--- src/rtl/ram_op_sequencer_pkg.sv ---
// ram_op_sequencer_pkg: opcodes, FSM state encoding and default widths
// shared by the RAM operation sequencer and its interface.
package ram_op_sequencer_pkg;
    localparam int DATA_W = 198;
    localparam int ADDR_W = 6;
    localparam logic [1:0] OP_COPY = 2'b00;
    typedef enum logic [2:0] {IDLE, READ, LATCH, EXEC, WAIT, WRITE} state_e;
endpackage

--- src/rtl/ram_op_sequencer_if.sv ---
// ram_op_sequencer_if: command, dual-port RAM and ALU handshake signals;
// the sequencer is the slave side, the surrounding datapath the master.
interface ram_op_sequencer_if
    import ram_op_sequencer_pkg::*;
#(
    parameter int DATA = DATA_W,
    parameter int ADDR = ADDR_W
) ();
    logic            cmd_valid;
    logic            cmd_ready;
    logic [1:0]      cmd_op;
    logic [ADDR-1:0] cmd_a;
    logic [ADDR-1:0] cmd_b;
    logic [ADDR-1:0] cmd_c;
    logic            ram_a_wr;
    logic [ADDR-1:0] ram_a_addr;
    logic [DATA-1:0] ram_a_din;
    logic [DATA-1:0] ram_a_dout;
    logic            ram_b_wr;
    logic [ADDR-1:0] ram_b_addr;
    logic [DATA-1:0] ram_b_din;
    logic [DATA-1:0] ram_b_dout;
    logic            alu_start;
    logic [1:0]      alu_op;
    logic [DATA-1:0] alu_x;
    logic [DATA-1:0] alu_y;
    logic            alu_done;
    logic [DATA-1:0] alu_result;
    logic            done;

    modport slave (
        input  cmd_valid, cmd_op, cmd_a, cmd_b, cmd_c,
        input  ram_a_dout, ram_b_dout, alu_done, alu_result,
        output cmd_ready, ram_a_wr, ram_a_addr, ram_a_din,
        output ram_b_wr, ram_b_addr, ram_b_din,
        output alu_start, alu_op, alu_x, alu_y, done
    );

    modport master (
        output cmd_valid, cmd_op, cmd_a, cmd_b, cmd_c,
        output ram_a_dout, ram_b_dout, alu_done, alu_result,
        input  cmd_ready, ram_a_wr, ram_a_addr, ram_a_din,
        input  ram_b_wr, ram_b_addr, ram_b_din,
        input  alu_start, alu_op, alu_x, alu_y, done
    );
endinterface

--- src/rtl/ram_op_sequencer.sv ---
// ram_op_sequencer: reads mem[a]/mem[b], optionally runs them through the
// external ALU, and writes the result (or mem[a] for COPY) back to mem[c].
module ram_op_sequencer
    import ram_op_sequencer_pkg::*;
#(
    parameter int DATA = DATA_W,
    parameter int ADDR = ADDR_W
) (
    input logic clk,
    input logic reset_n,
    ram_op_sequencer_if.slave bus
);
    state_e          state_q, state_d;
    logic [1:0]      op_q, op_d;
    logic [ADDR-1:0] c_q, c_d;
    logic [ADDR-1:0] a_addr_q, a_addr_d;
    logic [ADDR-1:0] b_addr_q, b_addr_d;
    logic [DATA-1:0] x_q, x_d;
    logic [DATA-1:0] y_q, y_d;
    logic [DATA-1:0] din_q, din_d;
    logic            done_q, done_d;

    always_ff @(posedge clk or negedge reset_n) begin
        if (!reset_n) begin
            state_q  <= IDLE;
            op_q     <= '0;
            c_q      <= '0;
            a_addr_q <= '0;
            b_addr_q <= '0;
            x_q      <= '0;
            y_q      <= '0;
            din_q    <= '0;
            done_q   <= 1'b0;
        end else begin
            state_q  <= state_d;
            op_q     <= op_d;
            c_q      <= c_d;
            a_addr_q <= a_addr_d;
            b_addr_q <= b_addr_d;
            x_q      <= x_d;
            y_q      <= y_d;
            din_q    <= din_d;
            done_q   <= done_d;
        end
    end

    always_comb begin
        state_d  = state_q;
        op_d     = op_q;
        c_d      = c_q;
        a_addr_d = a_addr_q;
        b_addr_d = b_addr_q;
        x_d      = x_q;
        y_d      = y_q;
        din_d    = din_q;
        done_d   = 1'b0;
        case (state_q)
            IDLE: if (bus.cmd_valid) begin
                state_d  = READ;
                op_d     = bus.cmd_op;
                c_d      = bus.cmd_c;
                a_addr_d = bus.cmd_a;
                b_addr_d = bus.cmd_b;
            end
            READ: state_d = LATCH;
            LATCH: begin
                // COPY writes the port-A operand straight back; ALU ops overwrite din later
                x_d     = bus.ram_a_dout;
                y_d     = bus.ram_b_dout;
                din_d   = bus.ram_a_dout;
                state_d = (op_q == OP_COPY) ? WRITE : EXEC;
                a_addr_d = (op_q == OP_COPY) ? c_q : a_addr_q;
            end
            EXEC: state_d = WAIT;
            WAIT: if (bus.alu_done) begin
                din_d    = bus.alu_result;
                a_addr_d = c_q;
                state_d  = WRITE;
            end
            WRITE: begin
                state_d = IDLE;
                done_d  = 1'b1;
            end
            default: state_d = IDLE;
        endcase
    end

    assign bus.cmd_ready  = (state_q == IDLE);
    assign bus.ram_a_wr   = (state_q == WRITE);
    assign bus.ram_a_addr = a_addr_q;
    assign bus.ram_a_din  = din_q;
    assign bus.ram_b_wr   = 1'b0;
    assign bus.ram_b_addr = b_addr_q;
    assign bus.ram_b_din  = '0;
    assign bus.alu_start  = (state_q == EXEC);
    assign bus.alu_op     = op_q;
    assign bus.alu_x      = x_q;
    assign bus.alu_y      = y_q;
    assign bus.done       = done_q;
endmodule

--- src/flat_wrapper.sv ---
// flat-port wrapper written by rule: the top's interface ports become plain ports
module ram_op_sequencer_flat import ram_op_sequencer_pkg::*;
#(
    parameter int DATA = DATA_W,
    parameter int ADDR = ADDR_W
)
  (clk, reset_n, bus_cmd_valid, bus_cmd_op, bus_cmd_a, bus_cmd_b, bus_cmd_c, bus_ram_a_dout, bus_ram_b_dout, bus_alu_done, bus_alu_result, bus_cmd_ready, bus_ram_a_wr, bus_ram_a_addr, bus_ram_a_din, bus_ram_b_wr, bus_ram_b_addr, bus_ram_b_din, bus_alu_start, bus_alu_op, bus_alu_x, bus_alu_y, bus_done);
  ram_op_sequencer_if #(.DATA(DATA), .ADDR(ADDR)) bus_i ();
  input logic clk;
  input logic reset_n;
  input wire logic [$bits(bus_i.cmd_valid)-1:0] bus_cmd_valid;
  input wire logic [$bits(bus_i.cmd_op)-1:0] bus_cmd_op;
  input wire logic [$bits(bus_i.cmd_a)-1:0] bus_cmd_a;
  input wire logic [$bits(bus_i.cmd_b)-1:0] bus_cmd_b;
  input wire logic [$bits(bus_i.cmd_c)-1:0] bus_cmd_c;
  input wire logic [$bits(bus_i.ram_a_dout)-1:0] bus_ram_a_dout;
  input wire logic [$bits(bus_i.ram_b_dout)-1:0] bus_ram_b_dout;
  input wire logic [$bits(bus_i.alu_done)-1:0] bus_alu_done;
  input wire logic [$bits(bus_i.alu_result)-1:0] bus_alu_result;
  output wire logic [$bits(bus_i.cmd_ready)-1:0] bus_cmd_ready;
  output wire logic [$bits(bus_i.ram_a_wr)-1:0] bus_ram_a_wr;
  output wire logic [$bits(bus_i.ram_a_addr)-1:0] bus_ram_a_addr;
  output wire logic [$bits(bus_i.ram_a_din)-1:0] bus_ram_a_din;
  output wire logic [$bits(bus_i.ram_b_wr)-1:0] bus_ram_b_wr;
  output wire logic [$bits(bus_i.ram_b_addr)-1:0] bus_ram_b_addr;
  output wire logic [$bits(bus_i.ram_b_din)-1:0] bus_ram_b_din;
  output wire logic [$bits(bus_i.alu_start)-1:0] bus_alu_start;
  output wire logic [$bits(bus_i.alu_op)-1:0] bus_alu_op;
  output wire logic [$bits(bus_i.alu_x)-1:0] bus_alu_x;
  output wire logic [$bits(bus_i.alu_y)-1:0] bus_alu_y;
  output wire logic [$bits(bus_i.done)-1:0] bus_done;
  assign bus_i.cmd_valid = bus_cmd_valid;
  assign bus_i.cmd_op = bus_cmd_op;
  assign bus_i.cmd_a = bus_cmd_a;
  assign bus_i.cmd_b = bus_cmd_b;
  assign bus_i.cmd_c = bus_cmd_c;
  assign bus_i.ram_a_dout = bus_ram_a_dout;
  assign bus_i.ram_b_dout = bus_ram_b_dout;
  assign bus_i.alu_done = bus_alu_done;
  assign bus_i.alu_result = bus_alu_result;
  assign bus_cmd_ready = bus_i.cmd_ready;
  assign bus_ram_a_wr = bus_i.ram_a_wr;
  assign bus_ram_a_addr = bus_i.ram_a_addr;
  assign bus_ram_a_din = bus_i.ram_a_din;
  assign bus_ram_b_wr = bus_i.ram_b_wr;
  assign bus_ram_b_addr = bus_i.ram_b_addr;
  assign bus_ram_b_din = bus_i.ram_b_din;
  assign bus_alu_start = bus_i.alu_start;
  assign bus_alu_op = bus_i.alu_op;
  assign bus_alu_x = bus_i.alu_x;
  assign bus_alu_y = bus_i.alu_y;
  assign bus_done = bus_i.done;
  ram_op_sequencer #(.DATA(DATA), .ADDR(ADDR)) u_core (.clk(clk), .reset_n(reset_n), .bus(bus_i));
endmodule
--- config.mk ---
export PLATFORM = sky130hd
export DESIGN_NAME = ram_op_sequencer_flat
export DESIGN_NICKNAME = d
export VERILOG_FILES = /design/src/rtl/ram_op_sequencer_pkg.sv /design/src/rtl/ram_op_sequencer_if.sv /design/src/rtl/ram_op_sequencer.sv /design/src/flat_wrapper.sv
export SDC_FILE = /design/constraint.sdc
export NUM_CORES = 1
export LEC_CHECK = 0
export CAP_MARGIN = 20
export CORE_AREA = 2 2 563 565
export CTS_CLUSTER_SIZE = 20
export DETAILED_ROUTE_END_ITERATION = 8
export DIE_AREA = 0 0 565 567
export PLACE_DENSITY = 0.3
export SLEW_MARGIN = 20
export SYNTH_ARGS = -nofsm -noshare
export SYNTH_HDL_FRONTEND = slang
export SYNTH_SLANG_ARGS = --single-unit
--- constraint.sdc ---
create_clock -name clk -period 2.7 [get_ports clk]
set_clock_uncertainty 0.15 [all_clocks]
set_input_delay 0.675 -clock clk [delete_from_list [all_inputs] [get_ports clk]]
set_output_delay 0.675 -clock clk [all_outputs]
set_load 0.02 [all_outputs]
# After elaboration in Yosys (flattened, before gate mapping)
# Cells that the tools add are included.
# totals
reg_bits,618
out_inout_bits,811
wordCells,36
# classes
n_eq_ne,8
n_mux,11
n_reduce_logical,8
# ops
operator,count
one-hot mux 198 bit (2 select lines),1
two-way mux 198 bit,1
two-way mux 6 bit,3
one-hot mux 6 bit (3 select lines),1
one-hot mux 3 bit (5 select lines),1
two-way mux 3 bit,3
== test 3 x 2 -> 1 bit (second input constant),2
== test 3 bit (second input constant),2
AND reduction 2 bit,3
!= test 2 bit (second input constant),2
AND reduction 4 bit,1
== test 3 x 1 -> 1 bit (second input constant),1
zero test 3 bit,1
nonzero test 3 bit,1
zero test 2 bit,1
!= test 2 x 1 -> 1 bit (second input constant),1
nonzero test 2 bit,1
two-way mux 1 bit,1

# Logic depth before layout (Yosys ltp)
# depth
ltp_word,3
mapped_depth,7
ltp_nobuf,4

# Worst setup path after synthesis
# OpenSTA, ideal clock, no wires.
# synth_timing
path_kind,register to register
startpoint,register u_core.state_q[1]
endpoint,"register u_core.b_addr_q[0], in the netlist u_core.bus.ram_b_addr[0]"
t_arrival_ns,1.911
t_required_ns,2.422
path_slack_ns,0.512
path_stages_with_launch,7
n_path_buf,3
synth_period_minus_slack_ns,2.188
cell_sequence,dfrtp_1 buf_2 nor3_1 and2_1 buf_2 buf_2 mux2_1
# synth_via
elab_chain_cells,2
# synth_rtl
item,line_no,source
start: declaration,ram_op_sequencer.sv:13,"state_e state_q, state_d;"
start signal: assignment,ram_op_sequencer.sv:35,state_q <= state_d;
zero test 3 bit,n/a,
via bus_cmd_ready,flat_wrapper.sv:20,output wire logic [$bits(bus_i.cmd_ready)-1:0] bus_cmd_ready;
AND reduction 2 bit (no line),n/a,
end signal: assignment,ram_op_sequencer.sv:39,b_addr_q <= b_addr_d;
end: declaration,ram_op_sequencer.sv:17,"logic [ADDR-1:0] b_addr_q, b_addr_d;"
# The timed path passes the listed nets, and every way through them passes these cells.
# A chain may end at the register's enable or synchronous reset.

# Final worst setup path
# layout_timing
startpoint,"register u_core.y_q[126], in the netlist u_core.bus.alu_y[126]"
endpoint,output port bus_alu_y[126]
# layout_lines
item,line_no,source
start: declaration,ram_op_sequencer.sv:19,"logic [DATA-1:0] y_q, y_d;"
start signal: assignment,ram_op_sequencer.sv:41,y_q <= y_d;
end: declaration,flat_wrapper.sv:30,output wire logic [$bits(bus_i.alu_y)-1:0] bus_alu_y;
# No word-level cell between the ends.

==> metrics <==
outcome=finished, final reports clean; GRT overflow=0; Buf+Inv Stages, Crit Path=1; Crit Path Category=reg -> out; Die Area=320000 um2; Nets=3911; Num Clock Sinks=618; vias in the first global route=about 22000; Final Max Tran Viols=0; register bit total from synthesis=618; CP max-delay cell=clkdlybuf4s50_1; WL final=152000 um; H-tree depth=3; Slew headroom=62.0%; wire length per cell=20.3 um; Avg Synthesized Cell Area=13.3 um2; fin crit share=96.1%; crit path max fanout=2; port bufs=1229; Final Cell Area=46000 um2; antenna violations before repair=28; CTS buffer count=92; Longest Clk Path Bufs=4; Cell Count, Final, Fillers Out=7524; Core ar.=314000 um2; Lkg Pwr=17.9 nW; Yosys top cell area share=approximately three fifths; layout cell share with drive strength beyond 1=18.4%; first-pass GRT wire length=203000 um; min setup slack post-route=0.107 ns; DP Wirelength=125000 um; Worst Path Required=1.88 ns; placed cell area=43400 um2; Top Ports=1429; FF-to-FF setup slack=0.22 ns; Post-synth EDFFs=0; DIE HEIGHT=567 um; top cells by area, synth=dfrtp_1 59%, mux2_2 15%, mux2i_1 7.8%; crit-path max cell delay=0.61 ns; worst slew pin tran=0.554 ns; Syn Inst Count=1972; top-count cell post-synth=dfrtp_1; Startpoint Class=register; setup slack at placement=-0.106 ns; Pwr Density=1250 nW/um2; DR vias/cell=2.68; Worst path top cell family by delay=buffers and inverters; total chip power=57.3 mW; GPL Wtd Cong=0.758; Peak Freq=386 MHz; Max Cap Viol=0; count of cell types in the netlist=25; Async SR Flop Fraction=100%; synthesized area=26200 um2; Crit. End Element=primary output; DR iter-0 viols=slightly above 700; worst vdd ir=0.501 mV; area of the multi-input gates=9370 um2; Clk Latency, worst-skew pair=0.81 ns; CP arrival=1.77 ns; final setup violating endpoints=0; Hold WS=0.312 ns; Seq/Total Area, Yosys=59.0%; CTS tree=built; Storage cell area=15500 um2; Clock Pin Slew Worst Setup and Hold Paths=0.06 ns; post-route ant nets=0; post-synth top area cell=dfrtp_1; Yosys Warn Count=0; row count=206; routed vias=20100; Inst Count DP=7353; largest net degree at the start of global routing=80; router iterations before antenna repair=6; initial core utilization=8.36%; area delta synth->final=75.3%; crit path time final=2.59 ns; CP Cell Sequence=clkdlybuf4s50_1; RSZ-0062 raised after global routing=false; top_reg_cell synth=dfrtp_1; root buffer cell=clkbuf_16; Synth top cells by count=618 x dfrtp_1, 356 x mux2_2, 245 x buf_4; GRT Total Usage=9.21%; Fillers=35300; drt drc=0; final hold viol count=0; worst hold path type=in -> reg; die width=565 um
[cell families after synthesis]
| family | count (synthesis) | share of synthesized area [%] |
|---|---|---|
| simple gates | 217 | 3.25 |
| flops | 618 | 59.0 |
| other cells | 1 | 0.0143 |
| buf+inv | 311 | 8.29 |
| compound gates | 210 | 4.06 |
| mux | 615 | 25.4 |
[repair_timing]
item / in CTS / in global routing
hold buffers: 1 / 0
endpoints found under the setup margin: 383 / 3
buffers inserted: 1 / 4
endpoints found under the hold margin: 271 / 0
gates resized for setup: 413 / 5
[sequential cells by signal, indices dropped and copies added, names as in the netlist]
signal and flops:
u_core.bus.alu_op 2, u_core.bus.alu_x 198, u_core.bus.alu_y 198, u_core.bus.done 1, u_core.bus.ram_a_addr 6, u_core.bus.ram_a_din 198
u_core.bus.ram_b_addr 6, u_core.c_q 6, u_core.state_q 3
[where the power goes]
group | internal (mW) | leakage [nW] | switching (mW)
clock | 7.17 | 1.42 | 4.92
sequential | 14.1 | 7.12 | 2.89
combinational | 12.1 | 9.38 | 16.1
total | 33.4 | 17.9 | 23.9
[layer usage]
metal	GRT usage, %	wire length (um)	vias to the layer above
met5	0	114	-
met4	2.16	3170	16
met3	4.19	16500	166
met2	17.4	81100	1015
met1	8.94	51500	9859
li1	-	-	9088
[metrics by stage]
step / util (%) / TNS, ns
5_1_grt: 14.6 / 0
2_1_floorplan: - / 0
3_5_place_dp: 13.8 / -2.98
6_report: 14.6 / 0
4_1_cts: 14.6 / -0.124
3_3_place_gp: 13.8 / -2.52
[final cells by class]
cell class / instances / share of cell area [%]
Timing Repair Buffer: 1340 / 28.3
Antenna cell: 8 / 0.0435
Tap cell: 4160 / 11.3
Sequential cell: 618 / 33.6
Clock inverter: 17 / 0.525
Clock buffer: 140 / 5.81
Multi-Input combinational cell: 1241 / 20.4
[worst paths after layout]
path / start / to / cells after the start
max in group asynchronous: reset_n / u_core.bus.ram_a_din[32] / 4
min in group asynchronous: reset_n / u_core.bus.alu_x[52] / 3
worst min-delay path: bus_cmd_c[1] / u_core.c_q[1] / 2
worst min register to register: u_core.bus.alu_x[90] / u_core.bus.alu_x[90] / 1
worst max-delay path: u_core.bus.alu_y[126] / bus_alu_y[126] / 1
worst max register to register: u_core.state_q[1] / u_core.bus.ram_a_din[52] / 7
[placed cells by master, fill, tap and decap left out, types with 3 or more instances in the layout]
cell             instances
mux2_1                  54
clkinv_2                 6
bufinv_16                4
clkdlybuf4s15_1          4
clkbuf_8                19
buf_4                   85
conb_1                 199
dlygate4sd2_1          372
mux2_2                 356
dfrtp_2                  4
buf_12                  26
nor2_1                 205
a21oi_1                205
clkdlybuf4s15_2          3
mux2i_1                204
clkbuf_16               92
clkbuf_1                29
clkdlybuf4s50_1        843
diode_2                  8
dfrtp_1                614
(Power assumes the default switching activity.)
